File: config.mk
export PLATFORM = sky130hd
export DESIGN_NAME = life_engine
export DESIGN_NICKNAME = d
export VERILOG_FILES = /design/src/rtl/life_pkg.sv /design/src/rtl/life_row_next.sv /design/src/rtl/life_engine.sv
export SDC_FILE = /design/constraint.sdc
export NUM_CORES = 1
export LEC_CHECK = 0
export ABC_CLOCK_PERIOD_IN_PS = 6300
export CELL_PAD_IN_SITES_DETAIL_PLACEMENT = 0
export CELL_PAD_IN_SITES_GLOBAL_PLACEMENT = 2
export CORE_MARGIN = 10
export CORE_UTILIZATION = 25
export CTS_BUF_LIST = sky130_fd_sc_hd__clkbuf_8
export CTS_CLUSTER_DIAMETER = 40
export DETAILED_ROUTE_END_ITERATION = 10
export DONT_BUFFER_PORTS = 1
export GPL_TIMING_DRIVEN = 0
export PLACE_DENSITY = 0.62
export SKIP_CTS_REPAIR_TIMING = 1
export SLEW_MARGIN = 15
export SYNTH_ARGS = -nofsm -noshare
export SYNTH_HDL_FRONTEND = slang
export SYNTH_SLANG_ARGS = --single-unit
File: constraint.sdc
create_clock -name clk -period 6.3 [get_ports clk]
set_input_delay 1.26 -clock clk [delete_from_list [all_inputs] [get_ports clk]]
set_output_delay 1.26 -clock clk [all_outputs]
set_load 0.01 [all_outputs]
File: src/rtl/life_pkg.sv
// life_pkg: shared types for the Conway life engine.
//   N         board dimension (rows and columns 0..N-1)
//   ROW_W     width of a row index
//   row_t     one board row, bit c = column c, 1 = alive
//   board_t   whole board, [row][col]
//   state_t   engine FSM states
package life_pkg;

    localparam int N     = 16;
    localparam int ROW_W = $clog2(N);

    typedef logic [N-1:0]          row_t;
    typedef logic [N-1:0][N-1:0]   board_t;
    typedef logic [ROW_W-1:0]      row_idx_t;

    typedef enum logic [1:0] {
        IDLE,
        COMPUTE,
        COMMIT
    } state_t;

endpackage

File: src/rtl/life_row_next.sv
// life_row_next: combinational next-generation of one board row (rule B3/S23).
//   WRAP   1 = columns wrap around, 0 = columns beyond the edge are dead
//   above  row r-1 (already edge-resolved by the caller)
//   cur    row r
//   below  row r+1 (already edge-resolved by the caller)
//   next   next-state of row r
module life_row_next
    import life_pkg::*;
#(
    parameter bit WRAP = 1'b1
) (
    input  logic [N-1:0] above,
    input  logic [N-1:0] cur,
    input  logic [N-1:0] below,
    output logic [N-1:0] next
);

    // Each row is padded with one column on each side so every cell sees a
    // full 3-wide window: pad[c] is column c-1, pad[c+1] is c, pad[c+2] is c+1.
    logic [N+1:0] pad_a;
    logic [N+1:0] pad_c;
    logic [N+1:0] pad_b;

    assign pad_a = WRAP ? {above[0], above, above[N-1]} : {1'b0, above, 1'b0};
    assign pad_c = WRAP ? {cur[0],   cur,   cur[N-1]}   : {1'b0, cur,   1'b0};
    assign pad_b = WRAP ? {below[0], below, below[N-1]} : {1'b0, below, 1'b0};

    for (genvar c = 0; c < N; c++) begin : g_cell
        logic [3:0] window;
        logic [3:0] count;

        // Sum the whole 3x3 window, then remove the cell itself.
        assign window = 4'(pad_a[c]) + 4'(pad_a[c+1]) + 4'(pad_a[c+2])
                      + 4'(pad_c[c]) + 4'(pad_c[c+1]) + 4'(pad_c[c+2])
                      + 4'(pad_b[c]) + 4'(pad_b[c+1]) + 4'(pad_b[c+2]);
        assign count  = window - 4'(cur[c]);

        assign next[c] = (count == 4'd3) | (cur[c] & (count == 4'd2));
    end

endmodule

File: src/rtl/life_engine.sv
// life_engine: 16x16 Game-of-Life generation engine.
// Holds the live board, advances it one generation on a step pulse or on a
// free-running tick while run=1. One row is computed per clock into a shadow
// buffer and the whole board is committed at once.
//   clk         system clock, rising edge
//   reset       asynchronous active-low reset
//   userInput   seed board from the cell editor, [row][col]
//   load        copy userInput into the live board (highest priority)
//   run         level; auto-step every TICK_DIV cycles
//   step        single-cycle pulse requesting one generation
//   board       current live generation, [row][col]
//   generation  generations since last load/reset, wraps at 16 bits
//   busy        high while a generation is being computed
module life_engine
    import life_pkg::*;
#(
    parameter int TICK_DIV = 25_000_000,
    parameter bit WRAP     = 1'b1
) (
    input  logic                  clk,
    input  logic                  reset,
    input  logic [N-1:0][N-1:0]   userInput,
    input  logic                  load,
    input  logic                  run,
    input  logic                  step,
    output logic [N-1:0][N-1:0]   board,
    output logic [15:0]           generation,
    output logic                  busy
);

    localparam int       TICK_W   = $clog2(TICK_DIV);
    localparam row_idx_t LAST_ROW = row_idx_t'(N - 1);

    state_t              state;
    state_t              next_state;
    row_idx_t            row;
    row_idx_t            row_up;
    row_idx_t            row_dn;
    logic [TICK_W-1:0]   tick_cnt;
    logic                tick;
    logic                start;
    logic                compute_en;
    logic                commit;
    row_t                above;
    row_t                below;
    row_t                next_row;
    board_t              shadow;

    assign tick   = run && (tick_cnt == TICK_W'(TICK_DIV - 1));
    assign row_up = row - row_idx_t'(1);
    assign row_dn = row + row_idx_t'(1);

    // Neighbour rows for the row being computed; edges wrap or read as dead.
    always_comb begin
        // NOTE: every output of a combinational block gets a default first, so
        // no path leaves it unassigned and no latch is inferred.
        above = '0;
        below = '0;
        if (row != '0)
            above = board[row_up];
        else if (WRAP)
            above = board[N-1];
        if (row != LAST_ROW)
            below = board[row_dn];
        else if (WRAP)
            below = board[0];
    end

    life_row_next #(.WRAP(WRAP)) u_row_next (
        .above (above),
        .cur   (board[row]),
        .below (below),
        .next  (next_row)
    );

    // FSM state register.
    always_ff @(posedge clk or negedge reset) begin
        if (!reset)
            state <= IDLE;
        else
            // NOTE: sequential state uses non-blocking assignment so every
            // register samples the values from before this edge.
            state <= next_state;
    end

    // FSM next-state and datapath strobes; load overrides everything.
    always_comb begin
        next_state = state;
        start      = 1'b0;
        compute_en = 1'b0;
        commit     = 1'b0;
        if (load) begin
            next_state = IDLE;
        end else begin
            case (state)
                IDLE: begin
                    // step and tick together still start just one generation
                    if (step || tick) begin
                        next_state = COMPUTE;
                        start      = 1'b1;
                    end
                end
                COMPUTE: begin
                    compute_en = 1'b1;
                    if (row == LAST_ROW)
                        next_state = COMMIT;
                end
                COMMIT: begin
                    commit     = 1'b1;
                    next_state = IDLE;
                end
                default: next_state = IDLE;
            endcase
        end
    end

    // Registered outputs, row index and auto-step tick counter.
    always_ff @(posedge clk or negedge reset) begin
        if (!reset) begin
            board      <= '0;
            generation <= '0;
            busy       <= 1'b0;
            row        <= '0;
            tick_cnt   <= '0;
        end else begin
            if (load || !run || tick)
                tick_cnt <= '0;
            else
                tick_cnt <= tick_cnt + 1'b1;

            if (load) begin
                board      <= userInput;
                generation <= '0;
                busy       <= 1'b0;
                row        <= '0;
            end else if (start) begin
                row  <= '0;
                busy <= 1'b1;
            end else if (compute_en) begin
                row <= (row == LAST_ROW) ? '0 : row_dn;
            end else if (commit) begin
                board      <= shadow;
                generation <= generation + 16'd1;
                busy       <= 1'b0;
            end
        end
    end

    // NOTE: the shadow buffer is deliberately not reset; it is always fully
    // rewritten before a commit reads it, so a reset would only cost flops.
    always_ff @(posedge clk) begin
        if (compute_en)
            shadow[row] <= next_row;
    end

endmodule

==> flow_summary.toml, run 1 <==
[final_layout]
utilization_pct = 29.64
fin_nets = 3137
fill_cells = 13160
areaGrowthSynthToFinish_pct = 17.67
drive_gt1_share_pct = 20.84

[setup_path]
worstSetupStartpointType = "flip-flop"
critPathArrivalTime_ns = 6.88
reg2reg_from = "row[1]"
worstSetupPathType = "reg -> reg"
worstPathMaxFanout = 10
required_ns = 6.98
worstPathCellList = "buf_6 -> buf_8 -> buf_8 -> inv_1 -> ha_1 -> buf_6 -> buf_12 -> buf_12 -> buf_8 -> mux4_2 -> mux4_2 -> mux2_4 -> fa_1 -> fa_1 -> inv_1 -> fa_1 -> inv_1 -> ha_1 -> fa_1 -> xnor2_1 -> o2111a_2 -> buf_16"
worst-r2r-cell-count = 22
rr_endpoint = "shadow[80]"
ff2ff_setup_slack_ns = 0.1
cp-end-kind = "flip-flop"
cpMostUsedCell = "fa_1"
max_stage_delay_ns = 0.52
crit_slowest_cell = "fa_1"

[outcome]
status = "completed"

[yosys]
yosys-top-cells-count = "mux2i_1 (328), nand2_1 (327), dfrtp_1 (304)"
synthTopCellsByArea = "edfxtp_1 (24%), dfrtp_1 (24%), mux4_2 (13%)"
yosysMostFrequentCell = "mux2i_1"
ys_types = 65
ys.flop_type = "dfrtp_1"
netlist_instances = 2529
yosysTopAreaCellShare_pct = 23.87
yosys_warnings = 0
syn_avg_cell_area_um2 = 12.74
synth-seq-area-share_pct = 47.48
synth_top_cell_by_area = "edfxtp_1"
async_reset_ff_share_pct = 54.29
synth-edff-count = 256
synth.ff_latch_count = 560
syn-cell-area_um2 = 32210
synth_nets = 2957

[global_route]
grt_max_degree = 305
grt_overflow = 0
antenna_found_initial = 39
grt_pass1_wl_um = 217500
first_global_vias = 23950
grt.total_usage_pct = 22.32

[routing]
ant_nets = 0
drt_first_pass_iters = 6
drtIter0Drc = 2353
wire_per_inst_um = 36.88
num_vias = 23940
drc = 0
wl_um = 165300
viasPerCell = 5.343

[placement]
dp_hpwl_um = 131300
io_buffers = 0
place_ws_ns = -1.557
gp_congestion = 0.9642

[clocking]
worstSkewPairLatency_ns = 0.86
clk_pin_slew_ns = 0.06
cts_sinks = 560
htreeDepth = 3
cts_made_buffers = 113
cts_buffer_depth = 3
root_buffer = "clkbuf_8"
cts_tree = "done"

[sta]
hold_viol = 0
setup_ws_ns = 0.09865
maxSlewHeadroom_pct = 17.84
drv_slew = 0
holdWs_ns = 0.1655
clock.fmax_ghz = 0.1613
fin_skew_ns = 0.05196
period_minus_slack_ns = 6.201
rsz0062_at_grt = "no"
setup_viol = 0
worst_pin_slew_ns = 1.232
period_share_pct = 98.43

[floorplan]
initial_core_util_pct = 25.19
core_area_um2 = 127800
die_w_um = 378.9
num_rows = 131
dieArea_um2 = 143600
ios = 534
die_h_um = 378.9

[worst_hold_path]
hp-class = "in -> async"

[run]
max-cap-violations = 0
[registers in the layout, summed over array words and instances (netlist names)]
| signal | cells |
|---|---|
| generation | 16 |
| busy | 1 |
| tick_cnt | 25 |
| state | 2 |
| board | 256 |
| shadow | 256 |
| row | 4 |
[worst max-delay path: cells and delay by family (launching register included)]
kind	cells	cell delay [ns]
compound gates	1	0.30
mux	3	1.21
xor+xnor	1	0.17
flops	1	0.38
buf+inv	11	1.51
fa+ha+maj	6	2.42
[through the flow]
step	instance area, µm²	cells	setup TNS [ns]
final	37900	4481	0
after global routing	37890	4476	0
after CTS	37300	4434	-295.80
after detailed placement	34940	4221	-294.95
after global placement	34290	4191	-545.36
after floorplan	32210	2529	0
[worst max path at each step]
| stage | start | endpoint | slack [ns] | cells after the start |
|---|---|---|---|---|
| 6_report | row[1] | shadow[80] | 0.1 | 22 |
| 5_1_grt | row[1] | shadow[96] | 0.02 | 21 |
| 4_1_cts | row[1] | shadow[48] | -1.56 | 22 |
| 3_5_place_dp | row[1] | shadow[112] | -1.56 | 22 |
| 3_3_place_gp | row[1] | shadow[112] | -2.54 | 21 |
| 2_1_floorplan | row[1] | shadow[0] | 0.23 | 21 |
[cell usage in the layout (no fill, tap or decap), types with 10 or more instances in the layout]
cell	n
nand2_1	327
mux2i_1	326
dfrtp_1	304
o21ai_0	264
edfxtp_1	256
mux4_2	184
inv_1	162
clkbuf_8	122
ha_1	101
clkbuf_1	77
fa_1	66
xnor2_1	50
nor2_1	45
buf_2	45
xor2_1	41
a21oi_1	39
buf_4	30
a22oi_1	29
buf_6	24
nand3_1	23
buf_12	22
a21o_1	17
o2111a_2	16
inv_2	15
buf_16	13
diode_2	12
and3_1	12
a221o_1	12
nor2_2	11
clkinvlp_4	11
mux2_2	11
nor3_1	10
clkinv_2	10
[final cells by class]
cell class	count	area [µm²]	share of cell area, %
Tap cell	1662	2079	5.487
Antenna cell	12	30.03	0.07923
Clock inverter	91	685.7	1.809
Sequential cell	560	15290	40.36
Clock buffer	122	1679	4.430
Timing Repair Buffer	65	1046	2.760
Inverter	129	488.0	1.288
Multi-Input combinational cell	1675	15660	41.32
Buffer	165	935.9	2.469
[routing by layer]
metal	vias up	part of all wire, %	GRT usage [%]
li1	9775	-	-
met1	12540	38	26.73
met2	1305	49	37.56
met3	308	9.0	6.386
met4	12	3.9	8.905
met5	-	0.048	0
[cell families (layout without fill, tap and decap cells)]
group	after synthesis	after routing	share of synthesized area, %
AO/OA/AOI/OAI	413	413	7.816
XOR/XNOR	94	94	2.661
adder cells (fa/ha/maj)	167	167	8.025
buffers and inverters	294	572	4.176
flip-flops	560	560	47.48
multiplexers	529	529	23.71
other	0	12	0
AND/OR/NAND/NOR	472	472	6.126
Power of run 1 is left out: the tool's default activity adds up to more than one toggle a clock period on the data nets, which glitch-free logic cannot reach.
==> run 2: changes to the inputs <==
- CORE_ASPECT_RATIO: unset -> 0.5
==> flow_summary.toml, run 2 (synthesis gave the netlist of run 1 again) <==
[worst_hold_path]
hp-class = "in -> async"

[global_route]
grt.total_usage_pct = 21.04
grt_max_degree = 305
first_global_vias = 24050
grt_overflow = 0
grt_pass1_wl_um = 211800
antenna_found_initial = 42

[placement]
dp_hpwl_um = 126300
gp_congestion = 1.017
placed_cell_area_um2 = 35030
io_buffers = 0

[routing]
viasPerCell = 5.402
wl_um = 158500
drtIter0Drc = 2818
drt_first_pass_iters = 7
ant_nets = 0
drc = 0
wire_per_inst_um = 35.41
num_vias = 24180

[sta]
maxSlewHeadroom_pct = 27.96
worst_pin_slew_ns = 1.081
hold_viol = 0
fin_setup_tns_ns = 0
period_minus_slack_ns = 6.219
fin_skew_ns = 0.04287
period_share_pct = 98.72
setup_viol = 0
clock.fmax_ghz = 0.1608
drv_slew = 0

[clocking]
cts_buffer_depth = 3
cts_tree = "done"
root_buffer = "clkbuf_8"
cts_made_buffers = 94
worstSkewPairLatency_ns = 0.81
clk_pin_slew_ns = 0.06
cts_sinks = 560
htreeDepth = 3

[floorplan]
num_rows = 92
dieArea_um2 = 144500
ios = 534
die_h_um = 273.8
die_w_um = 527.6
initial_core_util_pct = 25.37
core_area_um2 = 127000

[final_layout]
fill_cells = 13010
register_area_um2 = 15290
fin_nets = 3121
fin_area_um2 = 37600
drive_gt1_share_pct = 19.97
multiInputGateArea_um2 = 15660
reg_top3 = "board x256, shadow x256, tick_cnt x25"
areaGrowthSynthToFinish_pct = 16.73
utilization_pct = 29.61
final_cell_mix = "nand2_1 (327), mux2i_1 (327), dfrtp_1 (304), o21ai_0 (264), edfxtp_1 (256)"

[setup_path]
required_ns = 6.95
ff2ff_setup_slack_ns = 0.08
cp-end-kind = "flip-flop"
critPathArrivalTime_ns = 6.87
worstSetupStartpointType = "flip-flop"
worstSetupPathType = "reg -> reg"
worstPathMaxFanout = 10

[outcome]
status = "completed"

[run]
max-cap-violations = 0
-- run 2: cell count changes in the layout (fill, tap and decap cells not counted), moves of 5 or more --
cell	previous run	this run
buf_16	13	18
buf_4	30	35
buf_6	24	17
clkbuf_8	122	105
clkinv_1	5	14
clkinvlp_4	11	5
inv_1	162	144
inv_6	1	6
-- run 2: area by class of cell --
cell class / instances / area share [%]
timing repair buffer: 68 / 3.062
sequential: 560 / 40.68
inverter: 129 / 1.298
clock inverter: 72 / 1.285
buffer: 165 / 2.479
multi-input combinational: 1675 / 41.65
tap: 1692 / 5.631
antenna: 11 / 0.07321
clock buffer: 105 / 3.844
-- run 2: final timing paths --
check / start / endpoint / cells after the start
max reg2reg: row[1] / shadow[96] / 23
max in group asynchronous: reset / busy / 0
min in group clk: tick_cnt[0] / tick_cnt[0] / 1
max: row[1] / shadow[96] / 23
min reg2reg: tick_cnt[0] / tick_cnt[0] / 1
min: reset / board[134] / 0
-- run 2: worst max-delay path, cell delays in order, from the launching register on --
cell and delay (ns):
dfrtp_1 0.39, buf_6 0.13, buf_12 0.15, buf_8 0.16, inv_1 0.10, ha_1 0.30, buf_6 0.12, buf_12 0.14
buf_12 0.16, mux4_2 0.59, mux4_2 0.54, mux2_4 0.32, fa_1 0.48, fa_1 0.50, inv_1 0.07, fa_1 0.53
inv_1 0.04, ha_1 0.21, a21o_1 0.16, a21oi_1 0.18, xor2_1 0.19, o2111a_2 0.25, buf_12 0.15, clkbuf_16 0.18
-- run 2: per-stage QoR --
step,cells,worst slack (ns),hold WS [ns]
CTS,4427,-1.521,0.1095
global placement,4221,-2.358,0.4791
floorplan,2529,0.2309,0.4533
finish,4477,0.08093,0.1818
detailed placement,4250,-1.502,0.4820
global route,4469,-0.002612,0.1191
-- run 2: metal layers --
layer	vias to the layer above	GRT usage, %	share of wire [%]
met5	-	0	0.23
met4	28	6.498	3.3
met3	274	6.070	9.4
met2	1242	34.43	47
met1	12930	26.83	40
li1	9710	-	-
Power of run 2 is left out for the same reason.
